## src/rtl/blink_sched_pkg.sv

```systemverilog
// rtl/blink_sched_pkg.sv - shared state and source encodings for the blink scheduler
package blink_sched_pkg;

    typedef enum logic [2:0] {
        IDLE  = 3'd0,
        ISSUE = 3'd1,
        WAIT  = 3'd2,
        FLUSH = 3'd3,
        GAP   = 3'd4
    } state_t;

    localparam logic [1:0] SRC_NONE = 2'd0;
    localparam logic [1:0] SRC_OK   = 2'd1;
    localparam logic [1:0] SRC_ERR  = 2'd2;
    localparam logic [1:0] SRC_ALM  = 2'd3;

endpackage

```

## src/rtl/sched_prio_enc.sv

```systemverilog
// rtl/sched_prio_enc.sv - fixed-priority encoder, ALARM over ERR over OK
module sched_prio_enc
    import blink_sched_pkg::*;
(
    input  logic [2:0] pending,
    output logic [1:0] grant,
    output logic       valid
);

    // pending is {alarm, err, ok}
    always_comb begin
        grant = SRC_NONE;
        valid = 1'b1;
        if (pending[2]) begin
            grant = SRC_ALM;
        end else if (pending[1]) begin
            grant = SRC_ERR;
        end else if (pending[0]) begin
            grant = SRC_OK;
        end else begin
            valid = 1'b0;
        end
    end

endmodule

```

## src/rtl/blink_scheduler.sv

```systemverilog
// rtl/blink_scheduler.sv - request latch, priority grant and pattern sequencing for the blink engine
module blink_scheduler
    import blink_sched_pkg::*;
#(
    parameter logic [4:0]  OK_ON          = 5'd5,
    parameter logic [4:0]  OK_OFF         = 5'd5,
    parameter logic [2:0]  OK_REP         = 3'd2,
    parameter logic [4:0]  ERR_ON         = 5'd2,
    parameter logic [4:0]  ERR_OFF        = 5'd2,
    parameter logic [2:0]  ERR_REP        = 3'd3,
    parameter logic [4:0]  ALM_ON         = 5'd10,
    parameter logic [4:0]  ALM_OFF        = 5'd10,
    parameter logic [2:0]  ALM_REP        = 3'd7,
    parameter logic [31:0] GAP_CYCLES     = 32'd2400000,
    parameter logic [31:0] TIMEOUT_CYCLES = 32'd600000000,
    parameter logic        PREEMPT        = 1'b1
) (
    input  logic       CLK,
    input  logic       RST,
    input  logic       REQ_OK,
    input  logic       REQ_ERR,
    input  logic       REQ_ALARM,
    input  logic       BLINK_DONE,
    output logic       BLINK_GO,
    output logic       BLINK_RST,
    output logic [4:0] BLINK_ON,
    output logic [4:0] BLINK_OFF,
    output logic [2:0] BLINK_REPEAT,
    output logic       BUSY,
    output logic [1:0] ACTIVE,
    output logic       ERR_TIMEOUT
);

    state_t      state;
    logic [2:0]  pend;
    logic [31:0] wd_cnt;
    logic [31:0] gap_cnt;
    logic [1:0]  grant;
    logic        grant_valid;
    logic        issue_now;
    logic [2:0]  grant_clr;
    logic [2:0]  req_vec;
    logic        gap_last;
    logic        wd_last;
    logic        preempt;
    logic [4:0]  pat_on;
    logic [4:0]  pat_off;
    logic [2:0]  pat_rep;

    sched_prio_enc u_prio_enc (
        .pending (pend),
        .grant   (grant),
        .valid   (grant_valid)
    );

    assign req_vec   = {REQ_ALARM, REQ_ERR, REQ_OK};
    assign BUSY      = (state != IDLE);
    assign gap_last  = (GAP_CYCLES == 32'd0) || (gap_cnt == GAP_CYCLES - 32'd1);
    assign wd_last   = (wd_cnt == TIMEOUT_CYCLES - 32'd1);
    assign preempt   = PREEMPT && pend[2] && (ACTIVE != SRC_ALM);
    // The grant is taken on the edge into ISSUE so GO and the pattern appear together.
    assign issue_now = ((state == IDLE) || (state == FLUSH)) && grant_valid;

    always_comb begin
        grant_clr = 3'b000;
        if (issue_now) begin
            case (grant)
                SRC_OK:  grant_clr = 3'b001;
                SRC_ERR: grant_clr = 3'b010;
                SRC_ALM: grant_clr = 3'b100;
                default: grant_clr = 3'b000;
            endcase
        end
    end

    always_comb begin
        pat_on  = OK_ON;
        pat_off = OK_OFF;
        pat_rep = OK_REP;
        case (grant)
            SRC_ERR: begin
                pat_on  = ERR_ON;
                pat_off = ERR_OFF;
                pat_rep = ERR_REP;
            end
            SRC_ALM: begin
                pat_on  = ALM_ON;
                pat_off = ALM_OFF;
                pat_rep = ALM_REP;
            end
            default: ;
        endcase
    end

    always_ff @(posedge CLK) begin
        if (RST) begin
            state        <= IDLE;
            pend         <= 3'b000;
            wd_cnt       <= 32'd0;
            gap_cnt      <= 32'd0;
            BLINK_GO     <= 1'b0;
            BLINK_RST    <= 1'b0;
            BLINK_ON     <= 5'd0;
            BLINK_OFF    <= 5'd0;
            BLINK_REPEAT <= 3'd0;
            ACTIVE       <= SRC_NONE;
            ERR_TIMEOUT  <= 1'b0;
        end else begin
            // A request in the grant cycle survives the clear and is serviced again.
            pend      <= (pend & ~grant_clr) | req_vec;
            BLINK_GO  <= 1'b0;
            BLINK_RST <= 1'b0;

            if (issue_now) begin
                state        <= ISSUE;
                BLINK_GO     <= 1'b1;
                ACTIVE       <= grant;
                BLINK_ON     <= pat_on;
                BLINK_OFF    <= pat_off;
                BLINK_REPEAT <= pat_rep;
            end else begin
                case (state)
                    IDLE: ;
                    ISSUE: begin
                        state  <= WAIT;
                        wd_cnt <= 32'd0;
                    end
                    WAIT: begin
                        wd_cnt <= wd_cnt + 32'd1;
                        if (BLINK_DONE) begin
                            state   <= GAP;
                            gap_cnt <= 32'd0;
                            wd_cnt  <= 32'd0;
                        end else if (preempt) begin
                            state     <= FLUSH;
                            BLINK_RST <= 1'b1;
                        end else if (wd_last) begin
                            state       <= GAP;
                            gap_cnt     <= 32'd0;
                            BLINK_RST   <= 1'b1;
                            ERR_TIMEOUT <= 1'b1;
                        end
                    end
                    FLUSH: begin
                        state  <= IDLE;
                        ACTIVE <= SRC_NONE;
                    end
                    GAP: begin
                        gap_cnt <= gap_cnt + 32'd1;
                        if (gap_last) begin
                            state  <= IDLE;
                            ACTIVE <= SRC_NONE;
                        end
                    end
                    default: begin
                        state  <= IDLE;
                        ACTIVE <= SRC_NONE;
                    end
                endcase
            end
        end
    end

endmodule

```

## config.mk

```make
export PLATFORM = sky130hd
export DESIGN_NAME = blink_scheduler
export DESIGN_NICKNAME = d
export VERILOG_FILES = /design/src/rtl/blink_sched_pkg.sv /design/src/rtl/sched_prio_enc.sv /design/src/rtl/blink_scheduler.sv
export SDC_FILE = /design/constraint.sdc
export NUM_CORES = 1
export LEC_CHECK = 0
export ABC_AREA = 1
export CORE_AREA = 8 8 123 125
export DETAILED_ROUTE_END_ITERATION = 10
export DIE_AREA = 0 0 131 133
export PLACE_DENSITY = 0.59
export REMOVE_ABC_BUFFERS = 1
export SLEW_MARGIN = 10
export SYNTH_ARGS = -nofsm -noshare
export SYNTH_HDL_FRONTEND = slang
export SYNTH_SLANG_ARGS = --single-unit
```

## constraint.sdc

```tcl
create_clock -name CLK -period 1.8 [get_ports CLK]
set_clock_uncertainty 0.15 [all_clocks]
set_input_delay 0.27 -clock CLK [delete_from_list [all_inputs] [get_ports CLK]]
set_output_delay 0.27 -clock CLK [all_outputs]
set_load 0.01 [all_outputs]
```

==> results of run 1 <==
[cell usage after synthesis (4+ instances only)]
cell / instances / share of area
nand4_1: 18 / 0.025
nor2_1: 116 / 0.096
nand2_1: 207 / 0.17
nand3_1: 59 / 0.065
buf_2: 4 / 0.0044
a21oi_1: 60 / 0.066
buf_4: 9 / 0.015
or2_2: 14 / 0.019
clkbuf_1: 8 / 0.0066
dfxtp_1: 79 / 0.35
a21o_1: 4 / 0.0066
buf_6: 4 / 0.0099
nor2_2: 4 / 0.0055
o21ai_0: 16 / 0.018
inv_1: 74 / 0.061
o21a_1: 5 / 0.0083
nor3_1: 18 / 0.020
[through the flow]
| step | util | TNS, ps | hold WS (ps) |
|---|---|---|---|
| final | 0.455 | 0 | 253 |
| after detailed placement | 0.405 | -22.2 | 303 |
| after floorplan | - | -25050 | 189 |
| after global routing | 0.455 | -1350 | 267 |
| after global placement | 0.405 | -19.6 | 300 |
| after CTS | 0.431 | 0 | 251 |
[final cells by class]
type                       count  share of cell area
timing repair buffer          87               0.133
tap                          176              0.0370
clock buffer                  11              0.0424
clock inverter                 5              0.0134
inverter                      76              0.0479
multi-input combinational    550               0.458
sequential                    79               0.268
[flip-flops by register name (all words and copies together) (netlist names)]
signal        count
gap_cnt          32
wd_cnt           32
BLINK_REPEAT      3
pend              3
state             3
ACTIVE            2
BLINK_GO          1
BLINK_OFF         1
BLINK_RST         1
ERR_TIMEOUT       1
[kinds of logic after synthesis]
logic type               count (synthesis)
AO/OA/AOI/OAI                           95
XOR/XNOR                                 1
adder cells (fa/ha/maj)                  2
buffers and inverters                  101
flip-flops                              79
other                                    1
AND/OR/NAND/NOR                        449
[what timing repair did]
action | in CTS | in global routing
endpoints found under the setup margin | 4 | 53
cloned | 0 | 4
setup buffers | 0 | 6
pin swaps | 0 | 13
resized for setup | 3 | 80
[worst min-delay path: cells and delay by family]
kind,cells,cell delay [ps]
AOI/OAI and AO/OA,1,100
buffers and inverters,2,340
[per-layer routing]
layer	vias to the layer above	global-route usage	wire, um
li1	2476	-	-
met5	-	0	0
met2	85	0.220	5640
met4	0	0.0517	209
met1	2115	0.191	6380
met3	15	0.0313	578
[final timing paths]
kind | slack (ps) | to | start | cells after the start
worst max-delay path | 30 | BUSY | state[0] | 3
worst min-delay path | 250 | gap_cnt[14] | RST | 3
worst max register to register | 40 | gap_cnt[8] | wd_cnt[1] | 11
worst min register to register | 310 | wd_cnt[31] | wd_cnt[31] | 2
[power breakdown]
part	switching, W	total, W	internal [W]
clock network	0.000774	0.00206	0.00129
registers	0.0000306	0.00181	0.00178
logic	0.000287	0.000494	0.000207
total	0.00109	0.00437	0.00328
==> results.txt, run 1 <==
status -> finished, final reports clean
Rows -> 42
CP Data Required Time -> 1380 ps
fraction of registers with async set/reset -> 0
synth warn -> 0
Reg clk slew, reported paths -> 60 ps
Synth-to-Final Area Change -> 31.1%
crit path cell chain -> nor2_2 > nand2_1 > dlygate4sd2_1
Place WS -> -20.7 ps
I/O Buffers -> 22
DRT antenna net count -> 0
via count -> 4,691
pin count of the biggest net entering global routing -> 42
global-route usage over all layers -> 0.143
Synth Area in Adders -> 0.00551
CP bufs+invs -> 1
register area -> 0.00160 mm^2
post-detail-place hpwl -> 8850 um
TritonCTS clock tree -> yes
fillcell total -> 1,345
initial antenna violation count -> 0
largest family of logic cells by synthesized area -> simple AND/OR/NAND/NOR gates
WL per Instance -> 13.0 um
core footprint -> 0.0131 mm^2
initial core utilization -> 0.347
Unique masters post-synth -> 33
Post-Synth Simple-Gate Area -> 0.431
Power per Cell Area -> 733 mW/mm^2
Overall Power -> 0.00437 W
IO Count -> 25
Compound-Gate Fraction of Synth Area -> 0.114
Largest stage delay, worst path -> 340 ps
Final Net Count -> 811
Post-synth EDFFs -> 0
most frequent cells in the layout -> 185 x nand2_1, 102 x nor2_1, 66 x inv_1, 65 x dfxtp_1
final non-filler cell total -> 984
chip height -> 133 um
final hold violation count -> 0
first-pass GRT wire length -> 20,200 um
Crit path max-delay family -> simple AND/OR/NAND/NOR gates
min-delay worst type -> in2reg
most common cell after layout, fill and taps aside -> nand2_1
Seq cells post-synth -> 79
routability cong. -> 0.889
Max Cap Viol -> 0
CTS Root Buffer Type -> clkbuf_16
Seq/Total Area, Yosys -> 0.348
Post-Syn Instances -> 728
diode count -> 0
die width -> 131 um
Worst setup EP type -> output port
clock sinks -> 79
full die area -> 0.0174 mm^2
total grt overflow -> 0
vias in the first global route -> 4,334
worst vdd ir -> 605 uV
routed vias/inst -> 4.77
ratio of cells with drive above 1 in the final layout -> 0.229
period utilization -> 0.986
startpoint types -> flip-flop
Hold Buf Count CTS -> 0
Cell Area, Synth -> 0.00455 mm^2
First DRT Iteration DRCs -> 300
number of H-tree levels -> 3
CTS Buffer Depth -> 2
Fmax -> 564 MHz
post-route cell area -> 0.00596 mm^2
post-synthesis xor/xnor area fraction -> 0.00193
Detailed Routing Iterations Pass 1 -> 5
# setup viols final -> 0
Remaining DRCs -> 0
area of the multi-input gates -> 0.00273 mm^2
worst-path fanout max -> 3
placed cell areas -> 0.00530 mm^2
dpl cells -> 958
critical path data arrival time -> 1350 ps
Synth Flop Type -> dfxtp_1
kind of critical path -> reg2out
post-layout worst setup margin -> 25.5 ps
post-synthesis mux area share -> 0
Crit-path slowest cell -> dfxtp_1
Inserted Clock Buffers -> 9
Clock Latency Late Sink -> 350 ps
Pins Over Slew Limit -> 0
post-route minimum period -> 1770 ps
synthesized area per cell -> 6.24 um^2
Post-Route WL -> 12,800 um
unrepaired setup endpoints after global routing -> yes
LEAKAGE -> 2.23 nW
Note: power is estimated with default switching activity, not from simulation.
==> run 2: changes to the inputs <==
--- a/config.mk
+++ b/config.mk
@@ -5,10 +5,9 @@
 export SDC_FILE = /design/constraint.sdc
 export NUM_CORES = 1
 export LEC_CHECK = 0
-export ABC_AREA = 1
-export CORE_AREA = 8 8 123 125
+export CORE_AREA = 8 8 116 118
 export DETAILED_ROUTE_END_ITERATION = 10
-export DIE_AREA = 0 0 131 133
+export DIE_AREA = 0 0 124 126
 export PLACE_DENSITY = 0.59
 export REMOVE_ABC_BUFFERS = 1
 export SLEW_MARGIN = 10
==> run 2 against run 1 <==
Net effect:
- the flow now finishes with violations (negative setup slack)
- combinational power increased by 41%
- sequential cell count unchanged
- wire length decreased by 3.8%
- largest power group unchanged
==> results.txt, run 2 <==
total grt overflow -> 0 (unchanged)
Pins Over Slew Limit -> 0 (unchanged)
full die area -> 0.0156 mm^2 (was 0.0174 mm^2)
Clock Latency Late Sink -> 350 ps (about the same)
initial core utilization -> 0.341 (was 0.347)
LEAKAGE -> 2.38 nW (was 2.23 nW)
r2r setup slk -> -460 ps (was 40 ps)
Fmax -> 442 MHz (was 564 MHz)
core footprint -> 0.0117 mm^2 (was 0.0131 mm^2)
Pint -> 0.00339 W (was 0.00328 W)
initial antenna violation count -> 0 (unchanged)
first-pass GRT wire length -> 19,500 um (was 20,200 um)
via count -> 4,304 (was 4,691)
post-route minimum period -> 2260 ps (was 1770 ps)
post-layout worst setup margin -> -462 ps (was 25.5 ps)
Post-synth EDFFs -> 0 (unchanged)
CTS Root Buffer Type -> clkbuf_16 (unchanged)
TritonCTS clock tree -> yes (unchanged)
most frequent cells in the layout -> 135 x buf_4, 67 x dfxtp_1, 47 x nor2_1, 38 x nand2_1, 31 x a21oi_1 (was 185 x nand2_1, 102 x nor2_1, 66 x inv_1, 65 x dfxtp_1)
routability cong. -> 0.828 (was 0.889)
number of H-tree levels -> 3 (unchanged)
Hold WS -> 310 ps (was 253 ps)
Synth Flop Type -> dfxtp_1 (unchanged)
post-route cell area -> 0.00611 mm^2 (was 0.00596 mm^2)
total negative setup slack -> -16,000 ps (was 0 ps)
die width -> 124 um (was 131 um)
pin count of the biggest net entering global routing -> 31 (was 42)
ratio of cells with drive above 1 in the final layout -> 0.359 (was 0.229)
status -> complete, but fails checks (was finished, final reports clean)
failing checks -> negative setup slack
Reg clk slew, reported paths -> 60 ps (about the same)
synth top area cells -> dfxtp_1 40%, a21oi_1 4.8%, nor2_1 4.7%, nand2_1 3.8%, xnor2_1 3.5% (was dfxtp_1 35%, nand2_1 17%, nor2_1 9.6%, a21oi_1 6.6%, nand3_1 6.5%)
fraction of registers with async set/reset -> 0 (unchanged)
CP Data Required Time -> 1940 ps (was 1380 ps)
Cell Area, Synth -> 0.00399 mm^2 (was 0.00455 mm^2)
post-detail-place hpwl -> 8140 um (was 8850 um)
min-delay worst type -> in2reg (unchanged)
Max Cap Viol -> 0 (unchanged)
unrepaired setup endpoints after global routing -> yes (unchanged)
Final Net Count -> 642 (was 811)
Synth Area in Adders -> 0.00627 (was 0.00551)
DRT antenna net count -> 0 (unchanged)
post-synthesis mux area share -> 0.00501 (was 0)
diode count -> 0 (unchanged)
# setup viols final -> 49 (was 0)
WL per Instance -> 15.7 um (was 13.0 um)
post-synthesis xor/xnor area fraction -> 0.0479 (was 0.00193)
Setup crit end -> wd_cnt[27] (was BUSY)
crit path from -> wd_cnt[3] (was state[0])
Top Registers -> gap_cnt: 32 flops, wd_cnt: 32 flops (unchanged)
Compound-Gate Fraction of Synth Area -> 0.194 (was 0.114)
logic gate share of total power -> 0.153 (was 0.113)
Remaining DRCs -> 0 (unchanged)
area leader, netlist -> dfxtp_1 (unchanged)
Largest stage delay, worst path -> 530 ps (was 340 ps)
FF-to-FF End -> wd_cnt[27] (was gap_cnt[8])
Detailed Routing Iterations Pass 1 -> 5 (unchanged)
placed cell areas -> 0.00519 mm^2 (was 0.00530 mm^2)
Seq/Total Area, Yosys -> 0.396 (was 0.348)
Synth-to-Final Area Change -> 53.1% (was 31.1%)
Clk network pwr share -> 0.444 (was 0.472)
routed vias/inst -> 5.48 (was 4.77)
synth warn -> 0 (unchanged)
I/O Buffers -> 22 (unchanged)
critical path's most frequent cell -> or4_4
final non-filler cell total -> 785 (was 984)
Crit-path slowest cell -> or4b_1 (was dfxtp_1)
critical path data arrival time -> 2400 ps (was 1350 ps)
P_sw -> 0.00114 W (was 0.00109 W)
Post-Syn Instances -> 491 (was 728)
period utilization -> 1.26 (was 0.986)
kind of critical path -> reg2reg (was reg2out)
depth of the most critical reg-to-reg path -> 5 (was 11)
Inserted Clock Buffers -> 9 (unchanged)
Post-Synth Simple-Gate Area -> 0.288 (was 0.431)
RR Startpoint -> wd_cnt[3] (was wd_cnt[1])
Post-Route WL -> 12,300 um (was 12,800 um)
WHS Path Cells -> 3 (unchanged)
dpl cells -> 748 (was 958)
startpoint types -> flip-flop (unchanged)
Power per Cell Area -> 741 mW/mm^2 (was 733 mW/mm^2)
synthesized area per cell -> 8.13 um^2 (was 6.24 um^2)
CTS Buffer Depth -> 2 (unchanged)
most common cell after layout, fill and taps aside -> buf_4 (was nand2_1)
largest family of logic cells by synthesized area -> simple AND/OR/NAND/NOR gates (unchanged)
global-route usage over all layers -> 0.154 (was 0.143)
clock sinks -> 79 (unchanged)
vias in the first global route -> 4,248 (was 4,334)
worst-path fanout max -> 5 (was 3)
sequential share of power -> 0.403 (was 0.415)
Net Sw Frac -> 0.252 (was 0.250)
Worst setup EP type -> flip-flop (was output port)
crit path cell chain -> nand3_2 > or4_4 > or4_4 > or4b_1 > a21oi_1 (was nor2_2 > nand2_1 > dlygate4sd2_1)
Unique masters post-synth -> 58 (was 33)
worst vdd ir -> 601 uV (was 605 uV)
IO Count -> 25 (unchanged)
most common cell in the synthesized netlist -> dfxtp_1 (was nand2_1)
area share of the leading cell type in the synthesized netlist -> 0.396 (was 0.348)
Seq cells post-synth -> 79 (unchanged)
Place WS -> -615 ps (was -20.7 ps)
most frequent cells after synthesis -> 79 x dfxtp_1, 50 x nor2_1, 40 x nand2_1 (was 207 x nand2_1, 116 x nor2_1, 79 x dfxtp_1)
chip height -> 126 um (was 133 um)
final hold violation count -> 0 (unchanged)
First DRT Iteration DRCs -> 236 (was 300)
Rows -> 40 (was 42)
-- run 2: changes by cell type after synthesis, sizes merged, moves of 13 or more --
cell    delta
nand2    -172
nor2      -72
inv       -62
nand3     -39
a21oi     -22
clkbuf    +17
xnor2     +17
a311oi    +13
or2       -13
-- run 2: logic make-up (layout without fill, tap and decap cells) --
family | after synthesis | count (layout)
fa+ha+maj | 2 | 2
other cells | 1 | 2
compound gates | 118 | 118
mux | 2 | 2
buf+inv | 53 | 199
flops | 79 | 79
simple gates | 215 | 215
xor+xnor | 21 | 21
-- run 2: worst min path at each step --
stage                    startpoint              end  slack, ps
floorplan                       RST          pend[1]        190
global placement    BLINK_REPEAT[1]  BLINK_REPEAT[1]        310
detailed placement      ERR_TIMEOUT      ERR_TIMEOUT        310
CTS                         REQ_ERR          pend[1]        310
global route                REQ_ERR          pend[1]        340
finish                      REQ_ERR          pend[1]        310
-- run 2: layout make-up --
type / count / area (um^2)
flip-flops and latches: 79 / 1600
multi-input cells: 360 / 2490
clock inverters: 5 / 81.3
clock buffers: 10 / 239
fillers: 1067 / 5600
repair buffers: 170 / 1470
well taps: 147 / 184
inverters: 14 / 52.6
-- run 2: worst max-delay path: cells and delay by family (launching register included) --
| kind | cells | cell delay, ps |
|---|---|---|
| compound gates | 1 | 130 |
| simple gates | 4 | 1560 |
| flops | 1 | 340 |
-- run 2: metal layers --
metal | share of wire | GRT usage | up-vias
li1 | - | - | 2106
met1 | 0.44 | 0.181 | 2084
met2 | 0.49 | 0.260 | 92
met3 | 0.042 | 0.0362 | 22
met4 | 0.022 | 0.0616 | 0
met5 | 0 | 0 | -
-- run 2: repair_timing --
item                                   4_1_cts  5_1_grt
buffers inserted                            10        8
gates resized for setup                     55       35
setup endpoints to repair                   68       67
pin swaps                                   23       15
hold buffers                                 0        0
cloned                                       1        3
endpoints found under the hold margin        0        0
-- run 2: through the flow --
step | utilization | power (W)
floorplan | - | 0.00208
global placement | 0.443 | 0.00240
detailed placement | 0.443 | 0.00241
CTS | 0.496 | 0.00446
global route | 0.522 | 0.00468
finish | 0.522 | 0.00453
-- run 2: power by group through the flow --
stage	sequential [W]	clock (W)	combinational, W
3_3_place_gp	0.00186	0	0.000542
6_report	0.00182	0.00201	0.000695
3_5_place_dp	0.00186	0	0.000548
4_1_cts	0.00182	0.00204	0.000594
5_1_grt	0.00183	0.00211	0.000736
2_1_floorplan	0.00189	0	0.000191
==> run 3: changes to the inputs <==
--- a/config.mk
+++ b/config.mk
@@ -5,11 +5,12 @@
 export SDC_FILE = /design/constraint.sdc
 export NUM_CORES = 1
 export LEC_CHECK = 0
-export CORE_AREA = 8 8 116 118
+export CORE_AREA = 8 8 105 107
 export DETAILED_ROUTE_END_ITERATION = 10
-export DIE_AREA = 0 0 124 126
-export PLACE_DENSITY = 0.59
+export DIE_AREA = 0 0 113 115
+export PLACE_DENSITY = 0.69
 export REMOVE_ABC_BUFFERS = 1
+export SETUP_SLACK_MARGIN = 0.4
 export SLEW_MARGIN = 10
 export SYNTH_ARGS = -nofsm -noshare
 export SYNTH_HDL_FRONTEND = slang
==> run 3 against run 2 <==
Net effect:
- the run still ends with negative setup slack left
- non-clock buffer count is 3 higher
- count of clock-buffer cells in the layout up 1
- sequential share of layout area fell by 0.80 points
- first-iteration DRC count is 69% higher
- global-route usage grew 4.2 points
- cell count is 3.7% lower
- die area is 17% lower
- critical path type unchanged
- largest cell class unchanged
- highest routed layer unchanged
==> results.txt, run 3 (synthesized netlist as in run 2, its figures left out) <==
Fmax -> 406 MHz (was 442 MHz)
worst-path fanout max -> 5 (unchanged)
kind of critical path -> reg2reg (unchanged)
Post-Route WL -> 15,500 um (was 12,300 um)
post-route minimum period -> 2460 ps (was 2260 ps)
depth of the most critical reg-to-reg path -> 5 (unchanged)
IO Count -> 25 (unchanged)
CP Data Required Time -> 1950 ps (was 1940 ps)
Rows -> 36 (was 40)
Top Registers -> gap_cnt: 32 flops, wd_cnt: 32 flops (unchanged)
Pins Over Slew Limit -> 0 (unchanged)
DRT antenna net count -> 0 (unchanged)
full die area -> 0.0130 mm^2 (was 0.0156 mm^2)
Largest stage delay, worst path -> 550 ps (was 530 ps)
Remaining DRCs -> 0 (unchanged)
Crit path max-delay family -> simple AND/OR/NAND/NOR gates (unchanged)
number of H-tree levels -> 3 (unchanged)
first-pass GRT wire length -> 20,900 um (was 19,500 um)
status -> complete, but fails checks (unchanged)
Synth-to-Final Area Change -> 59.6% (was 53.1%)
LEAKAGE -> 2.49 nW (was 2.38 nW)
min-delay worst type -> in2reg (unchanged)
global-route usage over all layers -> 0.195 (was 0.154)
Clock Latency Late Sink -> 360 ps (was 350 ps)
placed cell areas -> 0.00512 mm^2 (was 0.00519 mm^2)
CTS Buffer Depth -> 2 (unchanged)
dpl cells -> 712 (was 748)
final non-filler cell total -> 756 (was 785)
period utilization -> 1.37 (was 1.26)
routed vias/inst -> 6.17 (was 5.48)
initial antenna violation count -> 0 (unchanged)
post-layout worst setup margin -> -661 ps (was -462 ps)
core footprint -> 0.00946 mm^2 (was 0.0117 mm^2)
startpoint types -> flip-flop (unchanged)
chip height -> 115 um (was 126 um)
worst vdd ir -> 574 uV (was 601 uV)
initial core utilization -> 0.422 (was 0.341)
crit path cell chain -> nand3_2 > or4_4 > or4_4 > or4b_4 > a21oi_2 (was nand3_2 > or4_4 > or4_4 > or4b_1 > a21oi_1)
# setup viols final -> 69 (was 49)
Inserted Clock Buffers -> 9 (unchanged)
critical path's most frequent cell -> or4_4 (unchanged)
fillcell total -> 674 (was 1,067)
pin count of the biggest net entering global routing -> 31 (unchanged)
Crit path depth -> 5 (unchanged)
post-route cell area -> 0.00637 mm^2 (was 0.00611 mm^2)
Power per Cell Area -> 626 mW/mm^2 (was 741 mW/mm^2)
total grt overflow -> 0 (unchanged)
clock sinks -> 79 (unchanged)
WL per Instance -> 20.5 um (was 15.7 um)
Place WS -> -652 ps (was -615 ps)
die width -> 113 um (was 124 um)
register area -> 0.00162 mm^2 (was 0.00160 mm^2)
most common cell after layout, fill and taps aside -> buf_4 (unchanged)
Worst setup EP type -> flip-flop (unchanged)
Max Cap Viol -> 0 (unchanged)
I/O Buffers -> 22 (unchanged)
CP bufs+invs -> 0 (unchanged)
final hold violation count -> 0 (unchanged)
Crit-path slowest cell -> or4_4 (was or4b_1)
area of the multi-input gates -> 0.00283 mm^2 (was 0.00249 mm^2)
Final Net Count -> 645 (was 642)
Detailed Routing Iterations Pass 1 -> 5 (unchanged)
CTS Root Buffer Type -> clkbuf_8 (was clkbuf_16)
diode count -> 0 (unchanged)
Reg clk slew, reported paths -> 90 ps (was 60 ps)
via count -> 4,668 (was 4,304)
critical path data arrival time -> 2610 ps (was 2400 ps)
TritonCTS clock tree -> yes (unchanged)
First DRT Iteration DRCs -> 400 (was 236)
Hold WS -> 296 ps (was 310 ps)
relative slew slack -> 0.581
final core area utilization -> 0.674 (was 0.522)
routability cong. -> 0.843 (was 0.828)
WHS Path Cells -> 3 (unchanged)
vias in the first global route -> 4,384 (was 4,248)
failing checks -> negative setup slack (unchanged)
Worst-Margin Slew -> 613 ps
post-detail-place hpwl -> 7930 um (was 8140 um)
unrepaired setup endpoints after global routing -> yes (unchanged)
ratio of cells with drive above 1 in the final layout -> 0.475 (was 0.359)
most frequent cells in the layout -> 118 x buf_4, 65 x dfxtp_1, 36 x nand2_1, 32 x nor2_1, 21 x a21oi_2 (was 135 x buf_4, 67 x dfxtp_1, 47 x nor2_1, 38 x nand2_1, 31 x a21oi_1)
run 3: final cells by class:
type	instances	share of cell area
tap	114	0.0224
clock inverter	5	0.00609
multi-input combinational	360	0.444
clock buffer	11	0.0222
sequential	79	0.254
timing repair buffer	173	0.242
inverter	14	0.00864
run 3: timing repair:
action / 4_1_cts / 5_1_grt
hold buffers: 0 / 0
pin swaps: 40 / 43
gates cloned: 2 / 4
resized for setup: 132 / 125
endpoints found under the setup margin: 93 / 93
endpoints found under the hold margin: 0 / 0
setup buffers: 7 / 15
run 3: where the power goes:
| group | switching (W) | leakage [nW] | internal (W) |
|---|---|---|---|
| Sequential | 0.0000465 | 0.648 | 0.00179 |
| Clock | 0.000719 | 0.0907 | 0.000553 |
| Combinational | 0.000461 | 1.75 | 0.000422 |
| Total | 0.00123 | 2.49 | 0.00276 |
run 3: routing by layer:
metal | up-vias | wire (um) | global-route usage
met1 | 2243 | 5910 | 0.220
met5 | - | 0 | 0
li1 | 2099 | - | -
met2 | 247 | 7680 | 0.355
met3 | 79 | 1010 | 0.0289
met4 | 0 | 864 | 0.0915
run 3: per-stage QoR:
step	TNS, ps	power (W)
after detailed placement	-17920	0.00240
after global routing	-26050	0.00411
after global placement	-17030	0.00239
final	-23490	0.00399
after CTS	-12370	0.00373
after floorplan	-59740	0.00208
run 3: path summary, 6_finish.rpt:
| kind | startpoint | end | slack [ps] |
|---|---|---|---|
| max | wd_cnt[2] | wd_cnt[27] | -660 |
| min | REQ_ERR | pend[1] | 300 |
| max reg2reg | wd_cnt[2] | wd_cnt[27] | -660 |
| min reg2reg | BLINK_REPEAT[1] | BLINK_REPEAT[1] | 370 |
run 3: worst min-delay path: stages:
cell and delay, ps:
clkdlybuf4s50_1 400, inv_1 50, a21oi_1 50
